**config.mk**
```make
export PLATFORM = sky130hd
export DESIGN_NAME = cache_fill_fsm
export DESIGN_NICKNAME = d
export VERILOG_FILES = /design/src/rtl/cache_fill_fsm_pkg.sv /design/src/rtl/cache_fill_fsm_onehot_decoder.sv /design/src/rtl/cache_fill_fsm.sv
export SDC_FILE = /design/constraint.sdc
export NUM_CORES = 1
export LEC_CHECK = 0
export BUFFER_PORTS_ARGS = -buffer_cell sky130_fd_sc_hd__buf_2
export CAP_MARGIN = 25
export CORE_MARGIN = 4
export CORE_UTILIZATION = 43
export CTS_CLUSTER_DIAMETER = 40
export DETAILED_ROUTE_END_ITERATION = 12
export PLACE_DENSITY = 0.94
export SLEW_MARGIN = 10
export SYNTH_ARGS = -nofsm -noshare
export SYNTH_HDL_FRONTEND = slang
export SYNTH_SLANG_ARGS = --single-unit
```
**constraint.sdc**
```tcl
create_clock -name clk -period 4.83 [get_ports clk]
set_input_delay 0.483 -clock clk [delete_from_list [all_inputs] [get_ports clk]]
set_output_delay 0.483 -clock clk [all_outputs]
set_load 0.05 [all_outputs]
```
**src/rtl/cache_fill_fsm_pkg.sv**
```systemverilog
// Shared definitions for the cache block-fill miss handler.
// The state encoding is fixed so that the dbg_state output can be checked directly.
package cache_fill_fsm_pkg;

    typedef enum logic [1:0] {
        IDLE = 2'b00,
        FILL = 2'b01,
        DONE = 2'b10
    } fill_state_t;

    // Byte-address field layout: | tag | index | offset |
    localparam int OFFSET_W = 4;
    localparam int INDEX_W  = 7;
    localparam int TAG_W    = 5;

    localparam int BLOCKS = 128;
    localparam int WORDS  = 8;

endpackage

```
**src/rtl/cache_fill_fsm_onehot_decoder.sv**
```systemverilog
// Binary to one-hot decoder with an enable; the output is all-zero when disabled.
module onehot_decoder #(
    parameter int N = 3
) (
    input  logic                i_en,
    input  logic [N-1:0]        i_sel,
    output logic [(1<<N)-1:0]   o_onehot
);

    localparam int M = 1 << N;

    logic [M-1:0] w_one;

    assign w_one    = M'(1);
    assign o_onehot = i_en ? (w_one << i_sel) : '0;

endmodule

```
**src/rtl/cache_fill_fsm.sv**
```systemverilog
// Miss handler: refills one WORDS-word block from main memory into the cache
// data array, then pulses the tag-array update for one cycle.
// Optional statistics counters are compiled in with `define CACHE_FILL_STATS_EN.
//
// Memory interface: mem_read_en is a one-cycle read request with
// memory_address; memory never back-pressures, so every cycle with
// mem_read_en=1 is one accepted read. memory_data_valid marks one returned
// word per cycle, in issue order, with no ready signal on our side: a word
// presented while a fill is in progress is always consumed that cycle.
import cache_fill_fsm_pkg::*;

module cache_fill_fsm #(
    parameter int ADDR_W = 16,
    parameter int DATA_W = 16
) (
    input  logic                clk,
    input  logic                rst,
    input  logic                miss_detected,
    input  logic [ADDR_W-1:0]   miss_address,
    input  logic                memory_data_valid,
    input  logic [DATA_W-1:0]   memory_data,
    output logic                fsm_busy,
    output logic                mem_read_en,
    output logic [ADDR_W-1:0]   memory_address,
    output logic                write_data_array,
    output logic [BLOCKS-1:0]   block_enable,
    output logic [WORDS-1:0]    word_enable,
    output logic [DATA_W-1:0]   data_out,
    output logic                write_tag_array,
    output logic [1:0]          dbg_state
`ifdef CACHE_FILL_STATS_EN
    ,
    output logic [15:0]         fill_count,
    output logic [15:0]         busy_cycles
`endif
);

    localparam int CNT_W = $clog2(WORDS);
    localparam logic [CNT_W:0]   LAST_ISSUE = (CNT_W+1)'(WORDS - 1);
    localparam logic [CNT_W-1:0] LAST_RET   = CNT_W'(WORDS - 1);
    localparam logic [ADDR_W-1:0] WORD_STEP = ADDR_W'(2);

    fill_state_t        r_state;
    logic [CNT_W:0]     r_issue_cnt;   // reads issued, saturates at WORDS
    logic [CNT_W-1:0]   r_ret_cnt;     // words written back so far
    logic [ADDR_W-1:0]  r_base;        // block-aligned miss address
    logic [ADDR_W-1:0]  r_mem_addr;
    logic               r_mem_read_en;
    logic               r_busy;
    logic               r_tag_wr;

    logic               w_write;
    logic [INDEX_W-1:0] w_index;

    // Returning words are written in the same cycle they arrive.
    assign w_write = (r_state == FILL) && memory_data_valid;
    assign w_index = r_base[OFFSET_W+INDEX_W-1:OFFSET_W];

    // Fill controller: state, counters and registered request/status outputs.
    always_ff @(posedge clk) begin
        if (rst) begin
            r_state       <= IDLE;
            r_issue_cnt   <= '0;
            r_ret_cnt     <= '0;
            r_base        <= '0;
            r_mem_addr    <= '0;
            r_mem_read_en <= 1'b0;
            r_busy        <= 1'b0;
            r_tag_wr      <= 1'b0;
        end else begin
            case (r_state)
                IDLE: begin
                    if (miss_detected) begin
                        r_state       <= FILL;
                        r_base        <= {miss_address[ADDR_W-1:OFFSET_W], {OFFSET_W{1'b0}}};
                        r_mem_addr    <= {miss_address[ADDR_W-1:OFFSET_W], {OFFSET_W{1'b0}}};
                        r_mem_read_en <= 1'b1;
                        r_busy        <= 1'b1;
                        r_issue_cnt   <= '0;
                        r_ret_cnt     <= '0;
                    end
                end
                FILL: begin
                    // The request registers already hold this cycle's read;
                    // prepare the next one or stop after the last word.
                    if (r_mem_read_en) begin
                        r_issue_cnt <= r_issue_cnt + (CNT_W+1)'(1);
                        if (r_issue_cnt < LAST_ISSUE) begin
                            r_mem_addr <= r_mem_addr + WORD_STEP;
                        end else begin
                            r_mem_read_en <= 1'b0;
                            r_mem_addr    <= '0;
                        end
                    end
                    if (memory_data_valid) begin
                        r_ret_cnt <= r_ret_cnt + CNT_W'(1);
                        if (r_ret_cnt == LAST_RET) begin
                            r_state       <= DONE;
                            r_tag_wr      <= 1'b1;
                            r_mem_read_en <= 1'b0;
                            r_mem_addr    <= '0;
                        end
                    end
                end
                DONE: begin
                    r_state     <= IDLE;
                    r_tag_wr    <= 1'b0;
                    r_busy      <= 1'b0;
                    r_issue_cnt <= '0;
                    r_ret_cnt   <= '0;
                end
                default: begin
                    r_state <= IDLE;
                end
            endcase
        end
    end

    onehot_decoder #(.N(INDEX_W)) u_block_dec (
        .i_en     (w_write),
        .i_sel    (w_index),
        .o_onehot (block_enable)
    );

    onehot_decoder #(.N(CNT_W)) u_word_dec (
        .i_en     (w_write),
        .i_sel    (r_ret_cnt),
        .o_onehot (word_enable)
    );

    assign fsm_busy         = r_busy;
    assign mem_read_en      = r_mem_read_en;
    assign memory_address   = r_mem_addr;
    assign write_data_array = w_write;
    assign data_out         = w_write ? memory_data : '0;
    assign write_tag_array  = r_tag_wr;
    assign dbg_state        = r_state;

`ifdef CACHE_FILL_STATS_EN
    logic [15:0] r_fill_count;
    logic [15:0] r_busy_cycles;

    // Completed fills and stalled cycles; both wrap naturally at 16 bits.
    always_ff @(posedge clk) begin
        if (rst) begin
            r_fill_count  <= '0;
            r_busy_cycles <= '0;
        end else begin
            if (r_tag_wr) begin
                r_fill_count <= r_fill_count + 16'd1;
            end
            if (r_busy) begin
                r_busy_cycles <= r_busy_cycles + 16'd1;
            end
        end
    end

    assign fill_count  = r_fill_count;
    assign busy_cycles = r_busy_cycles;
`endif

endmodule

```
==> results of run 1 <==
-- cell families after synthesis --
| kind of cell | after synthesis | share of synthesized area (%) |
|---|---|---|
| XOR/XNOR | 4 | 1.35 |
| multiplexers | 2 | 0.772 |
| buffers and inverters | 32 | 5.40 |
| AO/OA/AOI/OAI | 49 | 11.8 |
| adder cells (fa/ha/maj) | 8 | 3.86 |
| AND/OR/NAND/NOR | 282 | 49.8 |
| flip-flops | 35 | 27.0 |
-- worst max-delay path by stage --
stage	start	endpoint	slack [ns]
2_1_floorplan	dbg_state[0]$_SDFFE_PP0P_	block_enable[27]	1.80
3_3_place_gp	dbg_state[0]$_SDFFE_PP0P_	block_enable[115]	1.85
3_5_place_dp	dbg_state[0]$_SDFFE_PP0P_	block_enable[123]	1.71
4_1_cts	dbg_state[0]$_SDFFE_PP0P_	block_enable[123]	1.39
5_1_grt	dbg_state[0]$_SDFFE_PP0P_	block_enable[123]	1.07
6_report	dbg_state[0]$_SDFFE_PP0P_	block_enable[123]	1.38
-- metrics by stage --
step	utilization [%]	hold slack (ns)
final	63.0	0.460
after global routing	63.0	0.474
after CTS	63.0	0.453
after detailed placement	61.3	0.472
after global placement	61.3	0.458
after floorplan	-	0.463
-- critical path: stages (launching register included) --
cell     delay (ns)
dfxtp_1        0.65
nor2b_1        0.19
buf_4          0.22
nand2_1        0.17
inv_2          0.20
nand4_1        0.62
nor2_1         0.32
buf_2          0.30
-- sequential cells by signal (all words and copies together) (netlist names) --
register         flops
r_issue_cnt          4
r_base               7
memory_address      16
write_tag_array      1
dbg_state            2
mem_read_en          1
fsm_busy             1
r_ret_cnt            3
-- synthesized netlist by cell type (all sizes together) (4+ instances only) --
cell type	instances
nand2b	5
nor2	153
nor2b	7
nand3	23
a31oi	6
o21ai	5
buf	10
nand2	40
clkbuf	15
nand4	5
inv	7
and3	26
ha	8
nor3	4
a21oi	23
dfxtp	35
-- routing by layer --
metal  up-vias  part of all wire, %  global-route usage, %
li1       1768                    -                      -
met1      1627                   38                   29.7
met2       173                   52                   47.5
met3        16                  7.7                   4.32
met4         0                  1.6                   9.35
met5         -                    0                      0
-- power by group --
group | leakage [nW] | total, mW | switching (mW) | internal (mW)
combinational | 1.73 | 0.181 | 0.132 | 0.0489
clock | 0.0515 | 0.232 | 0.102 | 0.130
sequential | 0.286 | 0.326 | 0.0226 | 0.303
-- final cells by class --
type,count,area [um^2],area share (%)
clock buffer,8,100,2.70
multi-input combinational,345,1750,47.3
tap,75,93.8,2.53
timing repair buffer,206,1030,27.9
sequential,35,701,18.9
inverter,7,26.3,0.709
-- layout by cell type, fill, tap and decap left out, drive strengths merged, types with 3 or more instances in the layout --
master | netlist | routed
a21oi | 23 | 23
a31oi | 6 | 6
and3 | 26 | 26
and4 | 3 | 3
buf | 10 | 206
clkbuf | 15 | 8
dfxtp | 35 | 35
ha | 8 | 8
inv | 7 | 7
nand2 | 40 | 40
nand2b | 5 | 5
nand3 | 23 | 23
nand3b | 3 | 3
nand4 | 5 | 5
nand4b | 3 | 3
nor2 | 153 | 153
nor2b | 7 | 7
nor3 | 4 | 4
o21ai | 5 | 5
or3 | 3 | 3
xor2 | 3 | 3
==> metrics.yaml, run 1 <==
grt_pass1_vias: 3243
whs_endpoint: "memory_address[11]$_SDFFE_PP0P_"
synth.top_cell.area_share_pct: 27.0
rr_endpoint: "memory_address[12]$_SDFFE_PP0P_"
io_pins: 210
antenna_found_initial: 0
cts.path.max_buffers: 2
yosys.area.top_type: "dfxtp_1"
stdcell_area_um2: 3710
hold-path-cell-count: 3
num_vias: 3584
clockRootBuffer: "clkbuf_8"
nFillCells: 545
ir_drop_uv: 209
rrSetupSlack_ns: 2.68
synth_ff_type: "dfxtp_1"
coreArea_um2: 5890
ys_ff_latch: 35
placed_cells: 668
critPathCaptureType: "primary output"
cp_max_fo: 21
gp_congestion: 0.875
slew_violations: 0
yosys_warnings: 0
ys_seq_area_share_pct: 27.0
p_leak_nw: 2.06
drtIter0Drc: 166
hp-start: "miss_address[11]"
antenna_cells: 0
layout_setup_ws_ns: 1.38
placed_cell_area_um2: 3610
worst_pin_slew_ns: 0.747
synth_area_um2: 2590
grt_setup_unrepaired: "false"
die_x_um: 85.7
grtUsageTotal_pct: 25.8
grt_max_degree: 35
hold_buffers: 0
first_pass_iters: 5
nets: 644
cts_tree: "yes"
wire_per_inst_um: 14.9
ant_nets: 0
syn_area_per_cell_um2: 6.30
die-area_um2: 7340
r2r_start: "dbg_state[0]$_SDFFE_PP0P_"
hold_class: "in -> reg"
synth_area_leaders: "dfxtp_1 27%, nor2_1 22%, and3_1 6.3%, nand2_1 5.8%, a21oi_1 4.4%"
final_cells: 676
die_h_um: 85.7
synth-async-reset-ratio_pct: 0
start_util_pct: 44.1
std_cell_rows: 28
clk_pin_slew_ns: 0.07
synth_nets: 456
crit_required_ns: 4.35
finalSetupTns_ns: 0
drc: 0
synth-edff-count: 0
io_buffers: 205
final_layout_size_suffix_gt1_share_pct: 36.6
maxCapViolations: 0
start_kind: "register"
postRouteWirelength_um: 10100
worstSetupPathType: "reg -> out"
viasPerCell: 5.30
p_per_area_nw_per_um2: 199
syn_inst: 412
clock_sinks: 35
setup_viol: 0
fin_skew_ns: 0.00351
ctsResizeCount: 0
cts_buffers: 5
outcome: "complete, no violations"
grt-ovfl-total: 0
finalHoldViolCount: 0
dp_hpwl_um: 7600
post-route-period-util_pct: 71.5
detailedPlace.worstSlack_ns: 1.71
areaGrowthSynthToFinish_pct: 42.9
arrival_ns: 2.97
r2r_cells: 5
fin_crit_ns: 3.45
clk_latency_ns: 0.29
cts-htree-levels: 2
synthDistinctLibCells: 46
total_power_mw: 0.739
slew_headroom_pct: 50.0
grt_pass1_wl_um: 15700
cts_setup_buffers: 0
max_freq_mhz: 290
No activity file was read; power rests on OpenSTA's default activity.
==> run 2: changes to the inputs <==
--- a/config.mk
+++ b/config.mk
@@ -5,13 +5,14 @@
 export SDC_FILE = /design/constraint.sdc
 export NUM_CORES = 1
 export LEC_CHECK = 0
+export ABC_AREA = 1
 export BUFFER_PORTS_ARGS = -buffer_cell sky130_fd_sc_hd__buf_2
 export CAP_MARGIN = 25
 export CORE_MARGIN = 4
-export CORE_UTILIZATION = 43
+export CORE_UTILIZATION = 39
 export CTS_CLUSTER_DIAMETER = 40
 export DETAILED_ROUTE_END_ITERATION = 12
-export PLACE_DENSITY = 0.94
+export PLACE_DENSITY = 0.85
 export SLEW_MARGIN = 10
 export SYNTH_ARGS = -nofsm -noshare
 export SYNTH_HDL_FRONTEND = slang
==> constraint.sdc (replaced) <==
create_clock -name clk -period 3 [get_ports clk]
set_input_delay 0.3 -clock clk [delete_from_list [all_inputs] [get_ports clk]]
set_output_delay 0.3 -clock clk [all_outputs]
set_load 0.05 [all_outputs]
==> run 2 against run 1 <==
Area after synthesis rose by 25%. Non-clock buffer count grew 9. Flip-flop and latch count unchanged. Utilization decreased by 7.8 points. Setup slack worse by 1.1 ns. Critical path type unchanged.
==> metrics.yaml, run 2 <==
synth.top_cell.area_share_pct: 21.7
final_common_cell: "buf_2"
internal_power_mw: 0.825
drc: 0
cts.path.max_buffers: 2
final_cells: 857
drtIter0Drc: 259
grt_pass1_vias: 3843
ir_drop_uv: 274
clk_latency_ns: 0.30
grt_pass1_wl_um: 18800
synth-async-reset-ratio_pct: 0
ys_seq_area_share_pct: 21.7
fin_skew_ns: 0.0156
io_pins: 210
gp_congestion: 0.933
synth_area_um2: 3230
antenna_found_initial: 0
hold_slack_ns: 0.288
post-route-period-util_pct: 90.2
swShare_pct: 38.2
max_freq_mhz: 370
synth-edff-count: 0
slew_violations: 0
viasPerCell: 5.12
syn_area_per_cell_um2: 5.64
start_util_pct: 41.0
grt_max_degree: 37
setup_viol: 0
std_cell_rows: 32
arrival_ns: 2.41
synth_common_cells: "159 x nor2_1, 81 x nand2_1, 67 x inv_1, 44 x nand3_1, 41 x nand4_1"
rrSetupSlack_ns: 1.00
slew_headroom_pct: 56.3
cpMaxStageDelayCell: "or2_2"
critPathCaptureType: "primary output"
detailedPlace.worstSlack_ns: 0.623
worst_pin_slew_ns: 0.656
synth_nets: 617
p_sw_mw: 0.511
largest_register_ffs: 16
grtUsageTotal_pct: 23.0
grt_setup_unrepaired: "false"
clockRootBuffer: "clkbuf_8"
clock_power_share_pct: 32.4
dp_hpwl_um: 9240
nFillCells: 840
cts_tree: "yes"
grt-ovfl-total: 0
layout.cells.most_common_list: "205 x buf_2, 159 x nor2_1, 81 x nand2_1"
die_h_um: 99.0
ant_nets: 0
synth_most_common_cell: "nor2_1"
antenna_cells: 0
outcome: "complete, no violations"
num_vias: 4385
r2r_start: "dbg_state[1]$_SDFFE_PP0P_"
p_leak_nw: 2.24
placed_cells: 849
clk_pin_slew_ns: 0.08
p_per_area_nw_per_um2: 307
clock_sinks: 35
final_layout_size_suffix_gt1_share_pct: 32.5
hold_buffers: 0
cpPeakStageDelay_ns: 0.59
postRouteWirelength_um: 12000
wire_per_inst_um: 14.0
rr_endpoint: "memory_address[1]$_SDFFE_PP0P_"
r2r_cells: 7
cts_buffers: 5
areaGrowthSynthToFinish_pct: 34.7
cp_max_fo: 33
crit_chain: "inv_2 -> nor2_4 -> nand2_4 -> or2_2 -> buf_4 -> nor2_1 -> buf_2"
seq_power_share_pct: 39.6
synth_area_leaders: "dfxtp_1 22%, nor2_1 18%, nand2_1 9.4%, nand4_1 7.9%, inv_1 7.8%"
worstSetupPathType: "reg -> out"
maxCapViolations: 0
use_met2_pct: 40.9
yosys.area.top_type: "dfxtp_1"
fin_crit_ns: 2.71
comb_power_share_pct: 27.9
hold_class: "in -> reg"
ctsResizeCount: 0
finish.utilization_pct: 55.2
cp-startpoint: "dbg_state[0]$_SDFFE_PP0P_"
yosys_warnings: 0
total_power_mw: 1.34
grt-busiest-layer: "met2"
crit_required_ns: 2.70
die_x_um: 99.0
met3_usage_pct: 4.81
nets: 798
cts_setup_buffers: 0
finalHoldViolCount: 0
ys_ff_latch: 35
first_pass_iters: 5
start_kind: "register"
cts-htree-levels: 2
coreArea_um2: 7890
layout_setup_ws_ns: 0.295
io_buffers: 205
die-area_um2: 9800
synthDistinctLibCells: 28
grt_use_met1_pct: 27.2
synth_ff_type: "dfxtp_1"
crit_path_end: "block_enable[41]"
syn_inst: 573
## run 2: changes by cell type in the layout (fill, tap and decap cells not counted), moves of 6 or more
cell | before | now
buf_4 | 1 | 10
nor2b_1 | 7 | 0
nor3_2 | 1 | 10
and3_1 | 26 | 0
nor2_1 | 153 | 159
inv_1 | 6 | 67
o21ai_0 | 5 | 20
nand4_1 | 5 | 41
nand2_1 | 40 | 81
nand3_1 | 23 | 44
nor3_1 | 3 | 21
## run 2: how the worst min path moves through the flow
stage,from,to,slack (ns),cells after the start
3_5_place_dp,memory_address[0]$_SDFFE_PP0P_,memory_address[0]$_SDFFE_PP0P_,0.45,2
5_1_grt,miss_address[7],r_base[7]$_SDFFE_PP0P_,0.28,3
3_3_place_gp,memory_address[0]$_SDFFE_PP0P_,memory_address[0]$_SDFFE_PP0P_,0.45,2
4_1_cts,miss_address[7],r_base[7]$_SDFFE_PP0P_,0.28,3
2_1_floorplan,r_issue_cnt[1]$_SDFFE_PP0P_,r_issue_cnt[1]$_SDFFE_PP0P_,0.46,2
6_report,miss_address[8],r_base[8]$_SDFFE_PP0P_,0.29,3
## run 2: routing by layer
metal | wire (um) | part of all wire (%)
met5 | 0 | 0
met4 | 380 | 3.2
met3 | 1070 | 8.9
met2 | 5890 | 49
met1 | 4630 | 39
## run 2: power by group through the flow
| stage | combinational (mW) | sequential (mW) | clock [mW] |
|---|---|---|---|
| 2_1_floorplan | 0.236 | 0.586 | 0 |
| 3_3_place_gp | 0.366 | 0.538 | 0 |
| 3_5_place_dp | 0.369 | 0.539 | 0 |
| 4_1_cts | 0.370 | 0.529 | 0.436 |
| 5_1_grt | 0.406 | 0.535 | 0.458 |
| 6_report | 0.373 | 0.529 | 0.434 |
## run 2: cells by family (layout without fill, tap and decap cells)
family	count (synthesis)	in the layout	synth area share (%)
XOR/XNOR	3	3	0.813
buffers and inverters	110	292	14.9
AND/OR/NAND/NOR	366	366	51.2
flip-flops	35	35	21.7
adder cells (fa/ha/maj)	8	8	3.10
AO/OA/AOI/OAI	51	51	8.29
## run 2: final cells by class
type	instances	area (um^2)	share of cell area (%)
Multi-Input combinational cell	428	2050	47.1
Timing Repair Buffer	215	1100	25.3
Sequential cell	35	701	16.1
Inverter	69	259	5.95
Tap cell	102	128	2.93
Clock buffer	5	68.8	1.58
Clock inverter	3	43.8	1.01
## run 2: stage by stage
stage          instance area (um^2)  TNS, ns
5_1_grt                        4350        0
4_1_cts                        4350        0
6_report                       4350        0
3_3_place_gp                   4240        0
2_1_floorplan                  3230   -0.722
3_5_place_dp                   4240        0
## run 2: worst max-delay path: cells and delay by family, from the launching register on
| kind | cells | cell delay (ns) |
|---|---|---|
| flip-flops | 1 | 0.41 |
| AND/OR/NAND/NOR | 4 | 1.05 |
| buffers and inverters | 3 | 0.64 |
